<file path="src/rtl/led_panel_pkg.sv">
// led_panel_pkg: shared panel geometry, pixel type and stream-writer state encoding
package led_panel_pkg;
    localparam int H_PIXELS  = 64;
    localparam int V_PIXELS  = 64;
    localparam int COL_W     = $clog2(H_PIXELS);
    localparam int ROW_W     = $clog2(V_PIXELS);
    localparam int FB_ADDR_W = COL_W + ROW_W - 1;
    typedef logic [23:0] pixel_t;
    typedef enum logic {IDLE, ACTIVE} state_t;
    function automatic logic [31:0] to_word(input pixel_t p);
        return {8'h00, p};
    endfunction
endpackage

</file>
<file path="src/rtl/pixel_xy_counter.sv">
// pixel_xy_counter: raster column/row tracker with restart, row advance and frame wrap
module pixel_xy_counter import led_panel_pkg::*; #(
    parameter int H_PIXELS = led_panel_pkg::H_PIXELS,
    parameter int V_PIXELS = led_panel_pkg::V_PIXELS,
    parameter int CW       = $clog2(H_PIXELS),
    parameter int RW       = $clog2(V_PIXELS)
) (
    input  logic          clk,
    input  logic          rst,
    input  logic          step,
    input  logic          restart,
    input  logic          eol,
    output logic [CW-1:0] cur_col,
    output logic [RW-1:0] cur_row,
    output logic          col_end,
    output logic          row_end,
    output logic          last_pix
);
    logic [CW-1:0] col_q;
    logic [RW-1:0] row_q;

    // a restarting beat is placed at (0,0) regardless of the held position
    assign cur_col  = restart ? '0 : col_q;
    assign cur_row  = restart ? '0 : row_q;
    assign col_end  = cur_col == CW'(H_PIXELS - 1);
    assign row_end  = eol || col_end;
    assign last_pix = row_end && cur_row == RW'(V_PIXELS - 1);

    // advance past the written beat; the frame's final pixel wraps back to the origin
    always_ff @(posedge clk) begin
        if (rst || (step && last_pix)) begin
            col_q <= '0;
            row_q <= '0;
        end else if (step) begin
            col_q <= row_end ? '0 : cur_col + 1'b1;
            row_q <= row_end ? cur_row + 1'b1 : cur_row;
        end
    end
endmodule

</file>
<file path="src/rtl/pixel_stream_writer.sv">
// pixel_stream_writer: turns a SOF/EOL pixel stream into upper/lower half-buffer word writes
module pixel_stream_writer import led_panel_pkg::*; #(
    parameter int H_PIXELS = led_panel_pkg::H_PIXELS,
    parameter int V_PIXELS = led_panel_pkg::V_PIXELS,
    parameter int ADDR_W   = led_panel_pkg::FB_ADDR_W
) (
    input  logic              axi_clk,
    input  logic              axi_rst,
    input  logic              enable,
    input  logic [23:0]       s_tdata,
    input  logic              s_tvalid,
    output logic              s_tready,
    input  logic              s_tuser,
    input  logic              s_tlast,
    output logic [ADDR_W-1:0] fb_addr,
    output logic [31:0]       fb_wr_data,
    output logic              fb_wr_upper,
    output logic              fb_wr_lower,
    output logic              frame_done,
    output logic              err_sof,
    output logic              err_eol,
    output logic              busy
);
    localparam int CW = $clog2(H_PIXELS);
    localparam int RW = $clog2(V_PIXELS);

    state_t            state_q, state_d;
    logic              accept, wr, restart, sof_err;
    logic [CW-1:0]     cur_col;
    logic [RW-1:0]     cur_row;
    logic              col_end, row_end, last_pix;
    logic [ADDR_W-1:0] addr_q;
    logic [31:0]       data_q;
    logic              upper_q, lower_q, done_q, sof_q, eol_q;

    assign s_tready = enable && !axi_rst;
    assign accept   = s_tvalid && s_tready;

    pixel_xy_counter #(
        .H_PIXELS(H_PIXELS),
        .V_PIXELS(V_PIXELS),
        .CW(CW),
        .RW(RW)
    ) u_xy (
        .clk(axi_clk),
        .rst(axi_rst),
        .step(wr),
        .restart(restart),
        .eol(s_tlast),
        .cur_col(cur_col),
        .cur_row(cur_row),
        .col_end(col_end),
        .row_end(row_end),
        .last_pix(last_pix)
    );

    // state register
    always_ff @(posedge axi_clk) begin
        if (axi_rst)
            state_q <= IDLE;
        else
            state_q <= state_d;
    end

    // decide whether the accepted beat is written and where the frame goes next
    always_comb begin
        state_d = state_q;
        wr      = 1'b0;
        restart = 1'b0;
        sof_err = 1'b0;
        case (state_q)
            IDLE: begin
                wr      = accept && s_tuser;
                restart = wr;
            end
            ACTIVE: begin
                wr      = accept;
                restart = accept && s_tuser;
                sof_err = restart;
            end
            default: ;
        endcase
        if (wr)
            state_d = last_pix ? IDLE : ACTIVE;
    end

    // one-cycle write strobes and status pulses, registered alongside the write word
    always_ff @(posedge axi_clk) begin
        if (axi_rst) begin
            upper_q <= 1'b0;
            lower_q <= 1'b0;
            done_q  <= 1'b0;
            sof_q   <= 1'b0;
            eol_q   <= 1'b0;
            addr_q  <= '0;
            data_q  <= '0;
        end else begin
            upper_q <= wr && !cur_row[RW-1];
            lower_q <= wr && cur_row[RW-1];
            done_q  <= wr && last_pix;
            sof_q   <= sof_err;
            eol_q   <= wr && (s_tlast != col_end);
            if (wr) begin
                addr_q <= {cur_row[RW-2:0], cur_col};
                data_q <= to_word(s_tdata);
            end
        end
    end

    // a reset arriving right after an accept cancels that pending write
    assign fb_wr_upper = upper_q && !axi_rst;
    assign fb_wr_lower = lower_q && !axi_rst;
    assign frame_done  = done_q && !axi_rst;
    assign err_sof     = sof_q && !axi_rst;
    assign err_eol     = eol_q && !axi_rst;
    assign fb_addr     = addr_q;
    assign fb_wr_data  = data_q;
    assign busy        = state_q == ACTIVE;
endmodule

</file>
<file path="config.mk">
export PLATFORM = sky130hd
export DESIGN_NAME = pixel_stream_writer
export DESIGN_NICKNAME = d
export VERILOG_FILES = /design/src/rtl/led_panel_pkg.sv /design/src/rtl/pixel_xy_counter.sv /design/src/rtl/pixel_stream_writer.sv
export SDC_FILE = /design/constraint.sdc
export NUM_CORES = 1
export LEC_CHECK = 0
export ABC_CLOCK_PERIOD_IN_PS = 4000
export CAP_MARGIN = 20
export CORE_MARGIN = 4
export CORE_UTILIZATION = 44
export CTS_BUF_LIST = sky130_fd_sc_hd__clkbuf_16
export DETAILED_ROUTE_END_ITERATION = 10
export PLACE_DENSITY = 0.89
export SKIP_CTS_REPAIR_TIMING = 1
export SLEW_MARGIN = 10
export SYNTH_ARGS = -nofsm -noshare
export SYNTH_HDL_FRONTEND = slang
export SYNTH_SLANG_ARGS = --single-unit
</file>
<file path="constraint.sdc">
create_clock -name axi_clk -period 4 [get_ports axi_clk]
set_input_delay 0.8 -clock axi_clk [delete_from_list [all_inputs] [get_ports axi_clk]]
set_output_delay 0.8 -clock axi_clk [all_outputs]
set_load 0.005 [all_outputs]
</file>
# --- Word level (Yosys, flattened, before mapping) ---
# Cells that the tools add are included.
totals:
  word_cells: 40
  output_inout_bits: 50
  mem_bits_rw: 0
  reg_bits: 53
  memories: 0
  romBits: 0
  in_bits: 30
  latch_bits: 0
classes:
  n_bitwise: 1
  n_lt_le_gt_ge: 0
  n_div: 0
  add_sub_neg: 2
  multipliers: 0
  n_shift: 0
  n_eq_ne: 3
  n_reduce_logical: 18
  mux: 6
op_table:
  columns: ["operator", "n"]
  rows:
  - ["6-bit 2-to-1 mux", 4]
  - ["1-bit logical AND", 13]
  - ["6-bit by 1-bit adder with 6-bit output (second input constant)", 2]
  - ["6-bit equality test (second input constant)", 2]
  - ["1-bit zero test", 2]
  - ["1-bit logical OR", 2]
  - ["1-bit case mux with 2 select lines", 1]
  - ["2-bit OR reduction", 1]
  - ["1-bit 2-to-1 mux", 1]
  - ["1-bit != test", 1]
  - ["1-bit NOT", 1]

# --- Longest topological paths before layout ---
# Gate-level depths: netlist of run 1.
logic_depth:
  depth_word: 10
  mapped_depth: 14
  depth_no_buf: 11

# --- Hierarchy ---
# Synthesis of run 1 repeated with hierarchy kept, for this count alone.
hier_totals:
  cells_unflattened: 256
  area_unflattened_um2: 2461.1
modules_own_cells:
  columns: ["mod", "area_per_inst_um2", "cells_each", "n_inst", "seq_area_each_um2"]
  rows:
  - ["pixel_stream_writer", 1651.6, 154, 1, 820.8]
  - ["pixel_xy_counter", 809.5, 102, 1, 240.2]

# --- Least setup slack after synthesis of run 1 ---
# Ideal clock, no wire load.
synth_timing:
  path_type: "input-to-reg"
  startpoint: "in axi_rst"
  endpoint: "reg u_xy.col_q[4]"
  path_slack_ns: 0.676
  required_time_ns: 3.927
  path_buffers: 3
  arrival_ns: 3.251
  stages: 13
  setup_time_ns: 0.073
  cell_sequence: "buf_6 -> nand4b_1 -> clkbuf_1 -> and2_1 -> ha_1 -> and3_1 -> nand4_1 -> ha_1 -> and4b_1 -> a41o_1 -> buf_6 -> nand2b_4 -> nor3_2"
synth_between:
  elab_chain_cells: 10
  word_cells_on_any_way: 15
  classes_between: "add/sub (1); eq/ne (2); mux (4); reduce/logical (8)"
synth_rtl:
  columns: ["item", "line_no", "text"]
  rows:
  - ["start: declaration", "pixel_stream_writer.sv:8", "input logic axi_rst,"]
  - ["1-bit zero test *", "pixel_stream_writer.sv:36", "assign s_tready = enable && !axi_rst;"]
  - ["1-bit logical AND *", "pixel_stream_writer.sv:36", null]
  - ["1-bit logical AND *", "pixel_stream_writer.sv:37", "assign accept = s_tvalid && s_tready;"]
  - ["1-bit logical AND *", "pixel_stream_writer.sv:73, pixel_stream_writer.sv:78", null]
  - ["6-bit 2-to-1 mux *", "pixel_xy_counter.sv:23", "assign cur_col = restart ? '0 : col_q;"]
  - ["via cur_col[1]", "pixel_stream_writer.sv:29", "logic [CW-1:0] cur_col;"]
  - ["branches (longest 5 deep; another with 6-bit by 1-bit adder with 6-bit output)", null, null]
  - ["end signal: assignment", "pixel_xy_counter.sv:35", "col_q <= row_end ? '0 : cur_col + 1'b1;"]
  - ["end: declaration", "pixel_xy_counter.sv:19", "logic [CW-1:0] col_q;"]
# Mark *: on every way through the listed nets, which the timed path passes.
# A chain may end at the register's enable or synchronous reset.

# --- Worst setup path in the final report of run 1 ---
layout_timing:
  startpoint: "in enable"
  endpoint: "reg u_xy.col_q[4]"
layout_between:
  elab_chain_cells: 9
  word_cells_on_any_way: 14
  classes_between: "add/sub (1); eq/ne (2); mux (4); reduce/logical (7)"
layout_rtl:
  columns: ["item", "line_no", "text"]
  rows:
  - ["start: declaration", "pixel_stream_writer.sv:9", "input logic enable,"]
  - ["1-bit logical AND *", "pixel_stream_writer.sv:36", null]
  - ["1-bit logical AND *", "pixel_stream_writer.sv:37", null]
  - ["1-bit logical AND *", "pixel_stream_writer.sv:73, pixel_stream_writer.sv:78", null]
  - ["6-bit 2-to-1 mux *", "pixel_xy_counter.sv:23", null]
  - ["via cur_col[1]", "pixel_stream_writer.sv:29", null]
  - ["branches (longest 5 deep; another with 6-bit by 1-bit adder with 6-bit output)", null, null]
# Marks and branches as above.

==> metrics.cfg, run 1 <==
[placed_design]
dp_cells=397
dpl.hpwl_um=3688
place_congestion=0.9023
portBuffers=71

[clock_network]
clock-sinks=53
clk_pin_slew_ps=70
cts_root_buf=clkbuf_16
htree_levels=2
numCtsBuffers=5
clock_latency_ps=280
cts.path.max_buffers=2
cts_tree=yes

[layout]
finish.utilization=0.6418
instances_no_fill=405
antenna_cells=0
final_net_count=370
fillers=420
synthToLayoutAreaGrowth_pct=39.09
layout-drive-gt1-share=0.05325

[logic_synthesis]
synthDistinctLibCells=37
async_reset_ff_frac=0
synth_area_leaders=dfxtp_1 (48%), nand2_1 (13%), a21oi_1 (9.5%)
synth_edf_count=0
synth-seq-cells=53
synth_area_leader_cell=dfxtp_1
syn_inst=271
yosys_warnings=0
avgSynthCellArea_um2=8.149
ys_seq_area_frac=0.4805
ys.flop_type=dfxtp_1
synth_top_area_share=0.4805
synth_area_um2=2208

[floorplanning]
row_count=25
core_area_um2=4786
die_w_um=78.85
start_util=0.4614
io_pins=80
die_h_um=78.85
die-area_um2=6217

[hold_path]
hold_class=reg2reg

[critical_path]
path_cells=clkdlybuf4s50_1 > nand4b_1 > and2_1 > ha_1 > and3_1 > nand4_1 > ha_1 > and4b_1 > a41o_1 > nand2b_4 > nor3_2
worst_setup_path_start_kind=primary input
endpoint_kind=flop
worstSetupPathType=in2reg
crit_fanout=9
critPathBufInv=1
critPathMaxStageDelay_ps=590
crit_top_cell=ha_1
cp.arrival_ps=3570
required_ps=4210
cp_slowest_cell=clkdlybuf4s50_1
crit_family=simple AND/OR/NAND/NOR gates

[grt]
antenna_found_initial=0
grt_pass1_wl_um=8776
grt-ovfl-total=0
grt_pass1_vias=1960
grt_max_degree=37
track_usage=0.1704

[route]
drtPass1Iterations=4
route.detailed.wl_per_inst_um=12.67
vias=2032
ant_nets=0
totalWireLength_um=5130
drt_iter0_markers=119
remaining_drc_errors=0
viasPerCell=5.017

[timing]
max_freq_ghz=0.2976
slew_headroom=0.4250
drv_slew=0
whs_ps=451.6
setup_viol=0
hold_violations=0
rsz0062_at_grt=false
skew_ps=3.564
finalCritPeriodShare=0.8400
tightest_slew_ps=857.9
fin_crit_ps=3360
tns_ps=0

[power_and_ir_drop]
power_leakage_nw=1.104
power.density_nw_per_um2=335.3
vdd_drop_max_uv=197.6

[run]
cap_violations=0

[status]
status=completed

cell usage in the layout, fill, tap and decap left out, drive strengths merged, types with 6 or more instances in the layout:
| cell | Yosys | routed |
|---|---|---|
| conb | 1 | 8 |
| o21ai | 6 | 6 |
| nor2 | 9 | 9 |
| nand2 | 77 | 77 |
| clkdlybuf4s50 | 0 | 71 |
| inv | 4 | 6 |
| nor2b | 8 | 8 |
| nand3 | 6 | 6 |
| buf | 18 | 7 |
| a21oi | 42 | 42 |
| dfxtp | 53 | 53 |
tightest hold or removal path: stages, from the launching register on:
cell     delay (ps)
dfxtp_1         310
nand2_1          50
a21oi_1          50
per-layer routing:
metal  up-vias  share of wire  track usage  routed length (um)
met5         -              0            0                   0
met4         0          0.012      0.04296                  64
met3         7          0.085      0.04535                 434
met2        87           0.47       0.3005                2397
met1       926           0.44       0.2058                2233
li1       1012              -            -                   -
synthesized netlist by cell type (all sizes together), types with 3 or more instances:
| cell | count |
|---|---|
| dfxtp | 53 |
| nand4b | 3 |
| inv | 4 |
| and2 | 5 |
| buf | 18 |
| and3 | 3 |
| nand2 | 77 |
| nor2 | 9 |
| nor2b | 8 |
| o21ai | 6 |
| ha | 3 |
| nand3 | 6 |
| nor3 | 3 |
| clkbuf | 8 |
| a21oi | 42 |
metrics by stage:
step	area [um2]	power (W)	worst slack [ps]
2_1_floorplan	2235	0.0005914	675.8
3_3_place_gp	2932	0.0006348	468.3
4_1_cts	3072	0.001039	642.4
6_report	3072	0.001030	639.8
3_5_place_dp	2932	0.0006365	346.3
5_1_grt	3072	0.001070	468.9
sequential cells by signal, summed over array words and instances (netlist names):
signal      cells
busy            1
done_q          1
eol_q           1
fb_addr        11
fb_wr_data     24
lower_q         1
sof_q           1
u_xy.col_q      6
u_xy.row_q      6
upper_q         1
path summary, 6_finish.rpt:
check / slack (ps) / from / cells after the start / end
hold / removal: 450 / fb_wr_data[16]$_SDFFE_PP0N_ / 2 / fb_wr_data[16]$_SDFFE_PP0N_
hold reg to reg: 450 / fb_wr_data[16]$_SDFFE_PP0N_ / 2 / fb_wr_data[16]$_SDFFE_PP0N_
setup / recovery: 640 / enable / 11 / u_xy.col_q[4]$_SDFFE_PP0N_
setup reg to reg: 1590 / u_xy.col_q[1]$_SDFFE_PP0N_ / 9 / u_xy.row_q[3]$_SDFFE_PP0N_
power by group:
group	total [W]	leakage (nW)	switching (W)	internal [W]
combinational	0.0000860	0.604	0.0000371	0.0000490
clock	0.000406	0.0724	0.000178	0.000227
sequential	0.000538	0.428	0.00000369	0.000535
total	0.00103	1.10	0.000219	0.000811
layout make-up:
cell class | count | area, um2 | area share
clock inverter | 3 | 15.01 | 0.004888
timing repair buffer | 78 | 763.2 | 0.2485
sequential | 53 | 1061 | 0.3454
multi-input combinational | 195 | 1008 | 0.3283
tap | 67 | 83.83 | 0.02729
inverter | 4 | 15.01 | 0.004888
clock buffer | 5 | 125.1 | 0.04073
cells by family after synthesis:
group,after synthesis,share of synthesized area
fa+ha+maj,3,0.01700
buf+inv,30,0.07592
xor+xnor,3,0.01190
flops,53,0.4805
simple gates,125,0.2720
compound gates,56,0.1411
other cells,1,0.001698
No activity file was read; power rests on OpenSTA's default activity.
==> inputs of run 2 (changes only) <==
--- a/config.mk
+++ b/config.mk
@@ -5,13 +5,13 @@
 export SDC_FILE = /design/constraint.sdc
 export NUM_CORES = 1
 export LEC_CHECK = 0
-export ABC_CLOCK_PERIOD_IN_PS = 4000
+export ABC_CLOCK_PERIOD_IN_PS = 2730
 export CAP_MARGIN = 20
 export CORE_MARGIN = 4
-export CORE_UTILIZATION = 44
+export CORE_UTILIZATION = 40
 export CTS_BUF_LIST = sky130_fd_sc_hd__clkbuf_16
 export DETAILED_ROUTE_END_ITERATION = 10
-export PLACE_DENSITY = 0.89
+export PLACE_DENSITY = 0.86
 export SKIP_CTS_REPAIR_TIMING = 1
 export SLEW_MARGIN = 10
 export SYNTH_ARGS = -nofsm -noshare
==> constraint.sdc (replaced) <==
create_clock -name axi_clk -period 2.73 [get_ports axi_clk]
set_input_delay 0.546 -clock axi_clk [delete_from_list [all_inputs] [get_ports axi_clk]]
set_output_delay 0.546 -clock axi_clk [all_outputs]
set_load 0.005 [all_outputs]
==> metrics.cfg, run 2 (synthesized netlist as in run 1, its figures left out) <==
[layout]
layout-drive-gt1-share=0.1158  ; was 0.05325
final_cell_mix=nand2_1 (77), clkdlybuf4s50_1 (67), dfxtp_1 (53)  ; was nand2_1 (77), clkdlybuf4s50_1 (71), dfxtp_1 (53)
antenna_cells=0  ; unchanged
largest_reg_flops=24  ; unchanged
final_net_count=386  ; was 370
instances_no_fill=424  ; was 405
regArea_um2=1061  ; unchanged
synthToLayoutAreaGrowth_pct=46.57  ; was 39.09%
fillers=471  ; was 420
multi_input_area_um2=1044  ; was 1008 um2
stdcell_area_um2=3237  ; was 3072 um2
final_common_cell=nand2_1  ; unchanged

[route]
totalWireLength_um=5674  ; was 5130 um
vias=2114  ; was 2032
drt_iter0_markers=80  ; was 119
drtPass1Iterations=4  ; unchanged
viasPerCell=4.986  ; was 5.017
remaining_drc_errors=0  ; unchanged
ant_nets=0  ; unchanged
route.detailed.wl_per_inst_um=13.38  ; was 12.67 um

[critical_path]
worst_setup_path_start_kind=primary input  ; unchanged
critPathMaxStageDelay_ps=290  ; was 590 ps
cp_slowest_cell=nand4b_1  ; was clkdlybuf4s50_1
required_ps=2940  ; was 4210 ps
cp.arrival_ps=2580  ; was 3570 ps
crit_fanout=4  ; was 9
endpoint_kind=flop  ; unchanged
worstSetupPathType=in2reg  ; unchanged
path_cells=dlymetal6s2s_1 > nand4b_1 > nand2_1 > inv_2 > ha_4 > and3_4 > nand4_1 > ha_2 > and4b_1 > a41o_1 > nand2b_4 > a211oi_2  ; was clkdlybuf4s50_1 > nand4b_1 > and2_1 > ha_1 > and3_1 > nand4_1 > ha_1 > and4b_1 > a41o_1 > nand2b_4 > nor3_2

[grt]
grt_max_degree=37  ; unchanged
grt_pass1_wl_um=8852  ; was 8776 um
grt-ovfl-total=0  ; unchanged
track_usage=0.1691  ; was 0.1704
grt_pass1_vias=1977  ; was 1960
antenna_found_initial=0  ; unchanged

[timing]
hold_violations=0  ; unchanged
rsz0062_at_grt=false  ; unchanged
setup_viol=0  ; unchanged
finalCritPeriodShare=0.8695
drv_slew=0  ; unchanged
max_freq_ghz=0.4213
whs_ps=454.4  ; was 451.6 ps
fin_crit_ps=2374
skew_ps=4.513  ; was 3.564 ps

[status]
status=completed  ; unchanged

[placed_design]
dp_cells=415  ; was 397
portBuffers=71  ; unchanged
dpl_cell_area_um2=3070  ; was 2932 um2
place_congestion=0.9122  ; was 0.9023
dpl.hpwl_um=4090  ; was 3688 um

[power_and_ir_drop]
power_leakage_nw=1.215  ; was 1.104 nW
switching_share=0.2118  ; was 0.2125
seq_power_share=0.522  ; was 0.523
power.density_nw_per_um2=467.6  ; was 335.3 nW/um2
power_frac_comb=0.090  ; was 0.084
p_int_w=0.001193  ; was 0.0008112 W
clockPowerShare=0.388  ; was 0.394
power.switching_w=0.0003206  ; was 0.0002189 W
p_total_w=0.001513  ; was 0.001030 W
vdd_drop_max_uv=321.0  ; was 197.6 uV

[floorplanning]
die_w_um=82.30  ; was 78.85 um
row_count=26  ; was 25
core_area_um2=5238  ; was 4786 um2
io_pins=80  ; unchanged
die-area_um2=6773  ; was 6217 um2
start_util=0.4216  ; was 0.4614
die_h_um=82.30  ; was 78.85 um

[clock_network]
htree_levels=2  ; unchanged
clock_latency_ps=290  ; was 280 ps
cts_tree=yes  ; unchanged
cts_root_buf=clkbuf_16  ; unchanged
clock-sinks=53  ; unchanged
clk_pin_slew_ps=60  ; was 70 ps
cts.path.max_buffers=2  ; unchanged
numCtsBuffers=5  ; unchanged

[hold_path]
hold_class=reg2reg  ; unchanged

[run]
cap_violations=0  ; unchanged

run 2: worst paths after layout:
check / from / endpoint / slack, ps / cells past startpoint
worst max-delay path: axi_rst / u_xy.col_q[3]$_SDFFE_PP0N_ / 360 / 12
worst min-delay path: fb_wr_data[15]$_SDFFE_PP0N_ / fb_wr_data[15]$_SDFFE_PP0N_ / 450 / 2
worst max register to register: u_xy.col_q[1]$_SDFFE_PP0N_ / u_xy.row_q[1]$_SDFFE_PP0N_ / 700 / 9
worst min register to register: fb_wr_data[15]$_SDFFE_PP0N_ / fb_wr_data[15]$_SDFFE_PP0N_ / 450 / 2
run 2: power groups by stage:
stage | sequential (W) | clock, W | combinational, W
floorplan | 0.000807 | 0 | 0.0000613
global placement | 0.000806 | 0 | 0.000134
detailed placement | 0.000807 | 0 | 0.000136
CTS | 0.000789 | 0.000604 | 0.000138
global route | 0.000790 | 0.000626 | 0.000150
finish | 0.000789 | 0.000587 | 0.000137
run 2: area by class of cell:
| type | count | area share |
|---|---|---|
| Clock buffer | 5 | 0.03865 |
| Clock inverter | 3 | 0.003479 |
| Inverter | 4 | 0.004639 |
| Multi-Input combinational cell | 195 | 0.3224 |
| Sequential cell | 53 | 0.3278 |
| Tap cell | 70 | 0.02706 |
| Timing Repair Buffer | 94 | 0.2760 |
run 2: routing by layer:
metal | share of wire | track usage | vias up
li1 | - | - | 1043
met1 | 0.41 | 0.1944 | 988
met2 | 0.50 | 0.3045 | 79
met3 | 0.072 | 0.03037 | 4
met4 | 0.015 | 0.07143 | 0
met5 | 0 | 0 | -
run 2: metrics by stage:
| step | utilization | worst slack (ps) | setup TNS, ps |
|---|---|---|---|
| after floorplan | - | -170.0 | -523.0 |
| after global placement | 0.5862 | -162.5 | -1331 |
| after detailed placement | 0.5862 | -271.6 | -2878 |
| after CTS | 0.6123 | 28.84 | 0 |
| after global routing | 0.6180 | 223.6 | 0 |
| final | 0.6180 | 356.1 | 0 |
run 2: worst max-delay path, delay by kind of cell:
family,cells,cell delay (ps)
buffers and inverters,2,200
adder cells (fa/ha/maj),2,380
AND/OR/NAND/NOR,6,1090
AO/OA/AOI/OAI,2,380
